### config.mk
export PLATFORM = sky130hd
export DESIGN_NAME = fifo2axi_unpack_flat
export DESIGN_NICKNAME = d
export VERILOG_FILES = /design/src/rtl/fifo2axi_unpack_if.sv /design/src/rtl/fifo2axi_unpack.sv /design/src/flat_wrapper.sv
export SDC_FILE = /design/constraint.sdc
export NUM_CORES = 2
export LEC_CHECK = 0
export ABC_AREA = 0
export CAP_MARGIN = 20
export CORE_MARGIN = 1.5
export CORE_UTILIZATION = 45
export CTS_CLUSTER_DIAMETER = 60
export DETAILED_ROUTE_END_ITERATION = 6
export GPL_ROUTABILITY_DRIVEN = 0
export MAX_ROUTING_LAYER = met4
export PLACE_DENSITY_LB_ADDON = 0.3
export SETUP_SLACK_MARGIN = 0.2
export SKIP_LAST_GASP = 1
export SLEW_MARGIN = 5
export SYNTH_ARGS = -nofsm -noshare
export SYNTH_HDL_FRONTEND = slang
export SYNTH_SLANG_ARGS = --single-unit
export TNS_END_PERCENT = 20
### constraint.sdc
create_clock -name clk -period 3.2 [get_ports clk]
set_input_delay 0.48 -clock clk [delete_from_list [all_inputs] [get_ports clk]]
set_output_delay 0.48 -clock clk [all_outputs]
set_load 0.005 [all_outputs]
### src/rtl/fifo2axi_unpack_if.sv
// -----------------------------------------------------------------------------
// fifo2axi_unpack_if
//
// Bundles the signals around the FIFO-to-AXI-stream unpacker:
//   din / din_valid / din_ready : packed memory words in from the FIFO side
//   m_tdata / m_tstrb / m_tuser / m_tlast / m_tvalid / m_tready : AXI-stream out
//   phase_err / pkt_done        : single-cycle status pulses
//
// Modports:
//   master : the unpacker itself (consumes din, drives the AXI stream)
//   slave  : the environment around it (supplies din, sinks the AXI stream)
// -----------------------------------------------------------------------------
interface fifo2axi_unpack_if #(
   parameter int TDATA_WIDTH        = 32,
   parameter int TUSER_WIDTH        = 16,
   parameter int CROPPED_DATA_WIDTH = 24
) ();

   logic [8*CROPPED_DATA_WIDTH+9:0] din;
   logic                            din_valid;
   logic                            din_ready;
   logic [8*TDATA_WIDTH-1:0]        m_tdata;
   logic [TDATA_WIDTH-1:0]          m_tstrb;
   logic [8*TUSER_WIDTH-1:0]        m_tuser;
   logic                            m_tlast;
   logic                            m_tvalid;
   logic                            m_tready;
   logic                            phase_err;
   logic                            pkt_done;

   modport master (
      input  din, din_valid, m_tready,
      output din_ready, m_tdata, m_tstrb, m_tuser, m_tlast, m_tvalid,
             phase_err, pkt_done
   );

   modport slave (
      output din, din_valid, m_tready,
      input  din_ready, m_tdata, m_tstrb, m_tuser, m_tlast, m_tvalid,
             phase_err, pkt_done
   );

endinterface

### src/rtl/fifo2axi_unpack.sv
// -----------------------------------------------------------------------------
// fifo2axi_unpack
//
// Re-packs 24-byte memory words into 32-byte AXI-stream beats. A packet is a
// header word (phase 0, carries tuser) followed by data words cycling through
// phases 1..4; four data words fill exactly three beats. Leftover bytes of a
// word are kept in a residue register and prepended to the next beat.
//
// din word layout: {payload, bcnt[9:5], phase[4:2], last[1], xtra[0]}
//   bcnt : byte count of the final beat (0 means a full beat)
//   xtra : on a last word in phase 2/3, the residue still holds data that
//          needs one more beat (flushed from the FLUSH state)
//
// Ports:
//   clk   : clock, rising edge
//   reset : synchronous, active-high
//   bus   : fifo2axi_unpack_if.master (din side, AXI-stream side, status)
// -----------------------------------------------------------------------------
module fifo2axi_unpack #(
   parameter int TDATA_WIDTH        = 32,
   parameter int TUSER_WIDTH        = 16,
   parameter int CROPPED_DATA_WIDTH = 24
) (
   input logic              clk,
   input logic              reset,
   fifo2axi_unpack_if.master bus
);

   localparam int PW = 8*CROPPED_DATA_WIDTH;  // payload bits per word
   localparam int DW = 8*TDATA_WIDTH;         // bits per output beat
   localparam int UW = 8*TUSER_WIDTH;         // tuser bits
   localparam int SW = TDATA_WIDTH;           // strobe bits
   localparam int Q  = DW - PW;               // bytes a word falls short of a beat, in bits

   localparam logic [2:0] S_HDR   = 3'd0;
   localparam logic [2:0] S_P1    = 3'd1;
   localparam logic [2:0] S_P2    = 3'd2;
   localparam logic [2:0] S_P3    = 3'd3;
   localparam logic [2:0] S_P4    = 3'd4;
   localparam logic [2:0] S_FLUSH = 3'd5;

   logic [2:0]    state, state_nxt;
   logic [PW-1:0] resid, resid_nxt;
   logic [UW-1:0] tuser_q, tuser_nxt;
   logic [4:0]    bcnt_q, bcnt_nxt;

   logic [PW-1:0] payload;
   logic [4:0]    bcnt;
   logic [2:0]    phase;
   logic          last;
   logic          xtra;

   assign payload = bus.din[PW+9:10];
   assign bcnt    = bus.din[9:5];
   assign phase   = bus.din[4:2];
   assign last    = bus.din[1];
   assign xtra    = bus.din[0];

   // The output register can take a new beat when it is empty or being drained.
   logic out_free;
   assign out_free      = !bus.m_tvalid || bus.m_tready;
   assign bus.din_ready = !reset && (state != S_FLUSH) && out_free;

   logic accept, take;
   assign accept = bus.din_valid && bus.din_ready;
   // In HDR..P4 the state code doubles as the expected din phase.
   assign take   = accept && (phase == state);

   function automatic logic [SW-1:0] strb_of(input logic [4:0] b);
      if (b == 5'd0) return {SW{1'b1}};
      return (SW'(1) << b) - SW'(1);
   endfunction

   logic          load;
   logic [DW-1:0] load_data;
   logic [SW-1:0] load_strb;
   logic          load_last;

   always_comb begin
      // NOTE: every signal assigned here gets a default first so no path leaves it unassigned and infers a latch.
      state_nxt = state;
      resid_nxt = resid;
      tuser_nxt = tuser_q;
      bcnt_nxt  = bcnt_q;
      load      = 1'b0;
      load_data = '0;
      load_strb = {SW{1'b1}};
      load_last = 1'b0;

      if (take && last) bcnt_nxt = bcnt;

      case (state)
         S_HDR: begin
            if (take) begin
               tuser_nxt = payload[UW-1:0];
               state_nxt = S_P1;
            end
         end
         S_P1: begin
            if (take) begin
               resid_nxt = payload;
               if (last) begin
                  load      = 1'b1;
                  load_data = {{Q{1'b0}}, payload};
                  load_last = 1'b1;
                  load_strb = strb_of(bcnt);
                  state_nxt = S_HDR;
               end else begin
                  state_nxt = S_P2;
               end
            end
         end
         S_P2: begin
            if (take) begin
               load      = 1'b1;
               load_data = {payload[Q-1:0], resid};
               // Upper residue bits are zeroed so FLUSH can emit it unchanged.
               resid_nxt = {{Q{1'b0}}, payload[PW-1:Q]};
               if (!last) begin
                  state_nxt = S_P3;
               end else if (xtra) begin
                  state_nxt = S_FLUSH;
               end else begin
                  load_last = 1'b1;
                  load_strb = strb_of(bcnt);
                  state_nxt = S_HDR;
               end
            end
         end
         S_P3: begin
            if (take) begin
               load      = 1'b1;
               load_data = {payload[2*Q-1:0], resid[2*Q-1:0]};
               resid_nxt = {{2*Q{1'b0}}, payload[PW-1:2*Q]};
               if (!last) begin
                  state_nxt = S_P4;
               end else if (xtra) begin
                  state_nxt = S_FLUSH;
               end else begin
                  load_last = 1'b1;
                  load_strb = strb_of(bcnt);
                  state_nxt = S_HDR;
               end
            end
         end
         S_P4: begin
            if (take) begin
               load      = 1'b1;
               load_data = {payload, resid[Q-1:0]};
               if (last) begin
                  load_last = 1'b1;
                  load_strb = strb_of(bcnt);
                  state_nxt = S_HDR;
               end else begin
                  state_nxt = S_P1;
               end
            end
         end
         S_FLUSH: begin
            if (out_free) begin
               load      = 1'b1;
               load_data = {{Q{1'b0}}, resid};
               load_last = 1'b1;
               load_strb = strb_of(bcnt_q);
               state_nxt = S_HDR;
            end
         end
         default: state_nxt = S_HDR;
      endcase
   end

   always_ff @(posedge clk) begin
      // NOTE: non-blocking assignments so every register samples pre-edge values, independent of statement order.
      if (reset) begin
         state         <= S_HDR;
         resid         <= '0;
         tuser_q       <= '0;
         bcnt_q        <= '0;
         bus.m_tdata   <= '0;
         bus.m_tstrb   <= '0;
         bus.m_tuser   <= '0;
         bus.m_tlast   <= 1'b0;
         bus.m_tvalid  <= 1'b0;
         bus.phase_err <= 1'b0;
         bus.pkt_done  <= 1'b0;
      end else begin
         state   <= state_nxt;
         resid   <= resid_nxt;
         tuser_q <= tuser_nxt;
         bcnt_q  <= bcnt_nxt;

         if (load) begin
            bus.m_tdata  <= load_data;
            bus.m_tstrb  <= load_strb;
            bus.m_tuser  <= tuser_q;
            bus.m_tlast  <= load_last;
            bus.m_tvalid <= 1'b1;
         end else if (bus.m_tready) begin
            bus.m_tvalid <= 1'b0;
         end

         bus.phase_err <= accept && (phase != state);
         bus.pkt_done  <= bus.m_tvalid && bus.m_tready && bus.m_tlast;
      end
   end

endmodule

### src/flat_wrapper.sv
// flat-port wrapper written by rule: the top's interface ports become plain ports
module fifo2axi_unpack_flat 
#(
   parameter int TDATA_WIDTH        = 32,
   parameter int TUSER_WIDTH        = 16,
   parameter int CROPPED_DATA_WIDTH = 24
)
  (clk, reset, bus_din, bus_din_valid, bus_m_tready, bus_din_ready, bus_m_tdata, bus_m_tstrb, bus_m_tuser, bus_m_tlast, bus_m_tvalid, bus_phase_err, bus_pkt_done);
  fifo2axi_unpack_if #(.TDATA_WIDTH(TDATA_WIDTH), .TUSER_WIDTH(TUSER_WIDTH), .CROPPED_DATA_WIDTH(CROPPED_DATA_WIDTH)) bus_i ();
  input logic clk;
  input logic reset;
  input wire logic [$bits(bus_i.din)-1:0] bus_din;
  input wire logic [$bits(bus_i.din_valid)-1:0] bus_din_valid;
  input wire logic [$bits(bus_i.m_tready)-1:0] bus_m_tready;
  output wire logic [$bits(bus_i.din_ready)-1:0] bus_din_ready;
  output wire logic [$bits(bus_i.m_tdata)-1:0] bus_m_tdata;
  output wire logic [$bits(bus_i.m_tstrb)-1:0] bus_m_tstrb;
  output wire logic [$bits(bus_i.m_tuser)-1:0] bus_m_tuser;
  output wire logic [$bits(bus_i.m_tlast)-1:0] bus_m_tlast;
  output wire logic [$bits(bus_i.m_tvalid)-1:0] bus_m_tvalid;
  output wire logic [$bits(bus_i.phase_err)-1:0] bus_phase_err;
  output wire logic [$bits(bus_i.pkt_done)-1:0] bus_pkt_done;
  assign bus_i.din = bus_din;
  assign bus_i.din_valid = bus_din_valid;
  assign bus_i.m_tready = bus_m_tready;
  assign bus_din_ready = bus_i.din_ready;
  assign bus_m_tdata = bus_i.m_tdata;
  assign bus_m_tstrb = bus_i.m_tstrb;
  assign bus_m_tuser = bus_i.m_tuser;
  assign bus_m_tlast = bus_i.m_tlast;
  assign bus_m_tvalid = bus_i.m_tvalid;
  assign bus_phase_err = bus_i.phase_err;
  assign bus_pkt_done = bus_i.pkt_done;
  fifo2axi_unpack #(.TDATA_WIDTH(TDATA_WIDTH), .TUSER_WIDTH(TUSER_WIDTH), .CROPPED_DATA_WIDTH(CROPPED_DATA_WIDTH)) u_core (.clk(clk), .reset(reset), .bus(bus_i));
endmodule
==> run_results.csv <==
group,metric,value,unit
sta,fmax,345.4,MHz
grt,grt_usage,0.3189,
synthesis,async_flop_share,0,
place,numPortBuffers,626,
grt,grt_pass1_vias,30910,
synthesis,yosysSeqAreaShare,0.4554,
cts,cts_setup_buffers,0,
routing,met3_length,10620,um
routing,highest_layer,"met4",
routing,avgViaCountPerCell,6.025,
place,post_dp_cell_area,40290,um2
sta,finalSetupViolations,0,
floorplan,start_util,0.4577,
layout,fillers,6324,
layout,final_util,0.5962,
setup_path,cp_max_fo,49,
sta,finalSetupTns,0,ns
routing,drc,0,
routing,ant_nets,0,
synthesis,syn_inst,4053,
sta,worst_slack,0.3048,ns
sta,fin_skew,0.02039,ns
cts,path_clk_slew,0.06,ns
power_and_ir_drop,total_leakage_power,14.17,nW
synthesis,synth_edf_count,0,
layout,nets,4691,
place,placed_cells,5351,
synthesis,synth_area_leader_cell,"dfxtp_1",
floorplan,core-area,71850,um2
grt,antenna_found_initial,3,
sta,rsz0062_at_grt,"no",
grt,gr-total-overflow,0,
setup_path,crit_path_end_kind,"flip-flop",
sta,relSlewSlack,0.2275,
routing,vias,33120,
layout,drive_above_1_share,0.07460,
cts,clk-insertion-delay-late,0.62,ns
setup_path,crit_required,3.72,ns
sta,whs,0.3992,ns
grt,grt_first_pass_wirelength,184700,um
place,place_ws,0.09457,ns
layout,area_growth_syn_to_layout,30.27,%
min_path,hold_class,"in2reg",
routing,routed_wl,121300,um
synthesis,synth_seq_cells,748,
layout,final_cells,5497,
power_and_ir_drop,vdd_drop_max,492.8,uV
power_and_ir_drop,total_power,19.54,mW
cts,numCtsBuffers,80,
grt,grt_max_degree,213,
synthesis,synth-main-ff-cell,"dfxtp_1",
setup_path,path_class,"reg2reg",
floorplan,fp.dieW,273.3,um
floorplan,die_area,74710,um2
place,hpwl,76870,um
cts,cts.sinks,748,
synthesis,synth_top_area_frac,0.4554,
cts,ctsHoldBuffers,0,
routing,wl_met1,48150,um
floorplan,die_h,273.3,um
setup_path,worstSetupStartpointType,"flip-flop",
layout,register_area,14980,um2
layout,multi_input_area,16250,um2
synthesis,synth_warnings,0,
synthesis,syn_nets,4261,
routing,wl_met2,57130,um
sta,maxSlewViolCount,0,
cts,cts_tree,"built",
routing,drt_first_pass_iters,6,
sta,fin_crit,2.895,ns
status,status,"completed",
routing,drt_iter0_drc,3494,
cts,cts_buffer_depth,3,
sta,tightest_slew,1.159,ns
routing,avgRoutedWirePerCell,22.06,um
synthesis,synthesis.area,32880,um2
cts,h-tree-depth,3,
floorplan,io_pins,627,
cts,cts_root_buf,"clkbuf_16",
sta,fin_crit_sh,0.9048,
floorplan,num_rows,98,
cts,post_cts_resized,0,
flow_run,max-cap-violations,0,
layout,fin_area,42840,um2
synthesis,yosys-top-cells-area,"dfxtp_1, nand2_1, a21oi_1, a211oi_1, nor2_1",
synthesis,synth_cell_types,69,
power_and_ir_drop,power.density,456.0,nW/um2
setup_path,arrival,3.41,ns
sta,finalHoldViolations,0,
synthesis,synth.avg_cell_area,8.114,um2
[layout make-up]
cell class / instances / area share
antenna: 3 / 0.0001752
clock buffer: 119 / 0.05295
clock inverter: 24 / 0.006367
inverter: 8 / 0.0007010
multi-input combinational: 2891 / 0.3793
sequential: 748 / 0.3497
tap: 950 / 0.02775
timing repair buffer: 754 / 0.1831
[metal layers]
| metal | vias to the layer above | global-route usage |
|---|---|---|
| li1 | 15290 | - |
| met1 | 15770 | 0.4007 |
| met2 | 1743 | 0.4981 |
| met3 | 322 | 0.05772 |
| met4 | 0 | 0.1447 |
| met5 | - | - |
[power by group]
part | internal (mW) | switching (mW)
sequential | 9.34 | 0.0219
combinational | 0.382 | 0.664
clock | 5.18 | 3.94
total | 14.9 | 4.63
[worst paths after layout]
path / start / end / slack, ns / cells after the start
min reg2reg: u_core.resid[23] / u_core.bus.m_tdata[23] / 0.44 / 1
max reg2reg: u_core.state[2] / u_core.bus.m_tdata[181] / 0.30 / 8
min: reset / u_core.state[2] / 0.40 / 3
max: u_core.state[2] / u_core.bus.m_tdata[181] / 0.30 / 8
[critical path, cell delays in order (launching register included)]
cell and delay, ns:
dfxtp_1 0.73, nand2b_1 0.26, o22ai_1 0.48, buf_4 0.23, a31o_4 0.19, buf_12 0.31
buf_12 0.24, nor2_1 0.07, a211oi_1 0.24
[synth_stat cells (6+ instances only)]
cell	count
a21oi_1	485
nor4_1	6
buf_4	9
dfxtp_1	748
nand2b_1	6
a22oi_1	71
nor2b_1	14
nand3_1	74
nor2_1	328
buf_1	30
a221oi_1	128
a311oi_1	29
a22o_1	64
a311oi_2	61
inv_1	7
o211ai_1	65
a21o_1	65
o31ai_1	7
o21ai_0	47
nand2_1	944
a31oi_1	9
clkbuf_1	227
mux2i_1	65
and3_1	73
a211oi_1	201
nor3_1	73
buf_2	138
[flip-flops by register name, indices dropped and copies added (netlist names)]
register	count
u_core.bus.m_tstrb	32
u_core.bus.m_tdata	256
u_core.bus.pkt_done	1
u_core.bus.m_tvalid	1
u_core.resid	192
u_core.bus.m_tlast	1
u_core.tuser_q	128
u_core.bus.phase_err	1
u_core.state	3
u_core.bcnt_q	5
u_core.bus.m_tuser	128
[kinds of logic (layout without fill, tap and decap cells)]
kind of cell               after synthesis  count (layout)  share of synthesized area
buffers and inverters                  414             905                    0.05399
muxes                                   65              65                    0.01979
and+or+nand+nor                       1552            1552                     0.1958
AOI/OAI and AO/OA                     1267            1267                     0.2728
xor gates and xnor gates                 5               5                   0.001560
DFF                                    748             748                     0.4554
adders and majority gates                2               2                  0.0007609
other                                    0               3                          0
[placed cells by master (no fill, tap or decap), types with 72 or more instances in the layout]
cell / count
a221oi_1: 128
a21oi_1: 485
nand3_1: 72
nor2_1: 328
clkbuf_16: 80
nand2_1: 944
a211oi_1: 201
buf_4: 79
nor3_1: 73
dfxtp_1: 747
clkdlybuf4s50_1: 625
Note: power is estimated with default switching activity, not from simulation.
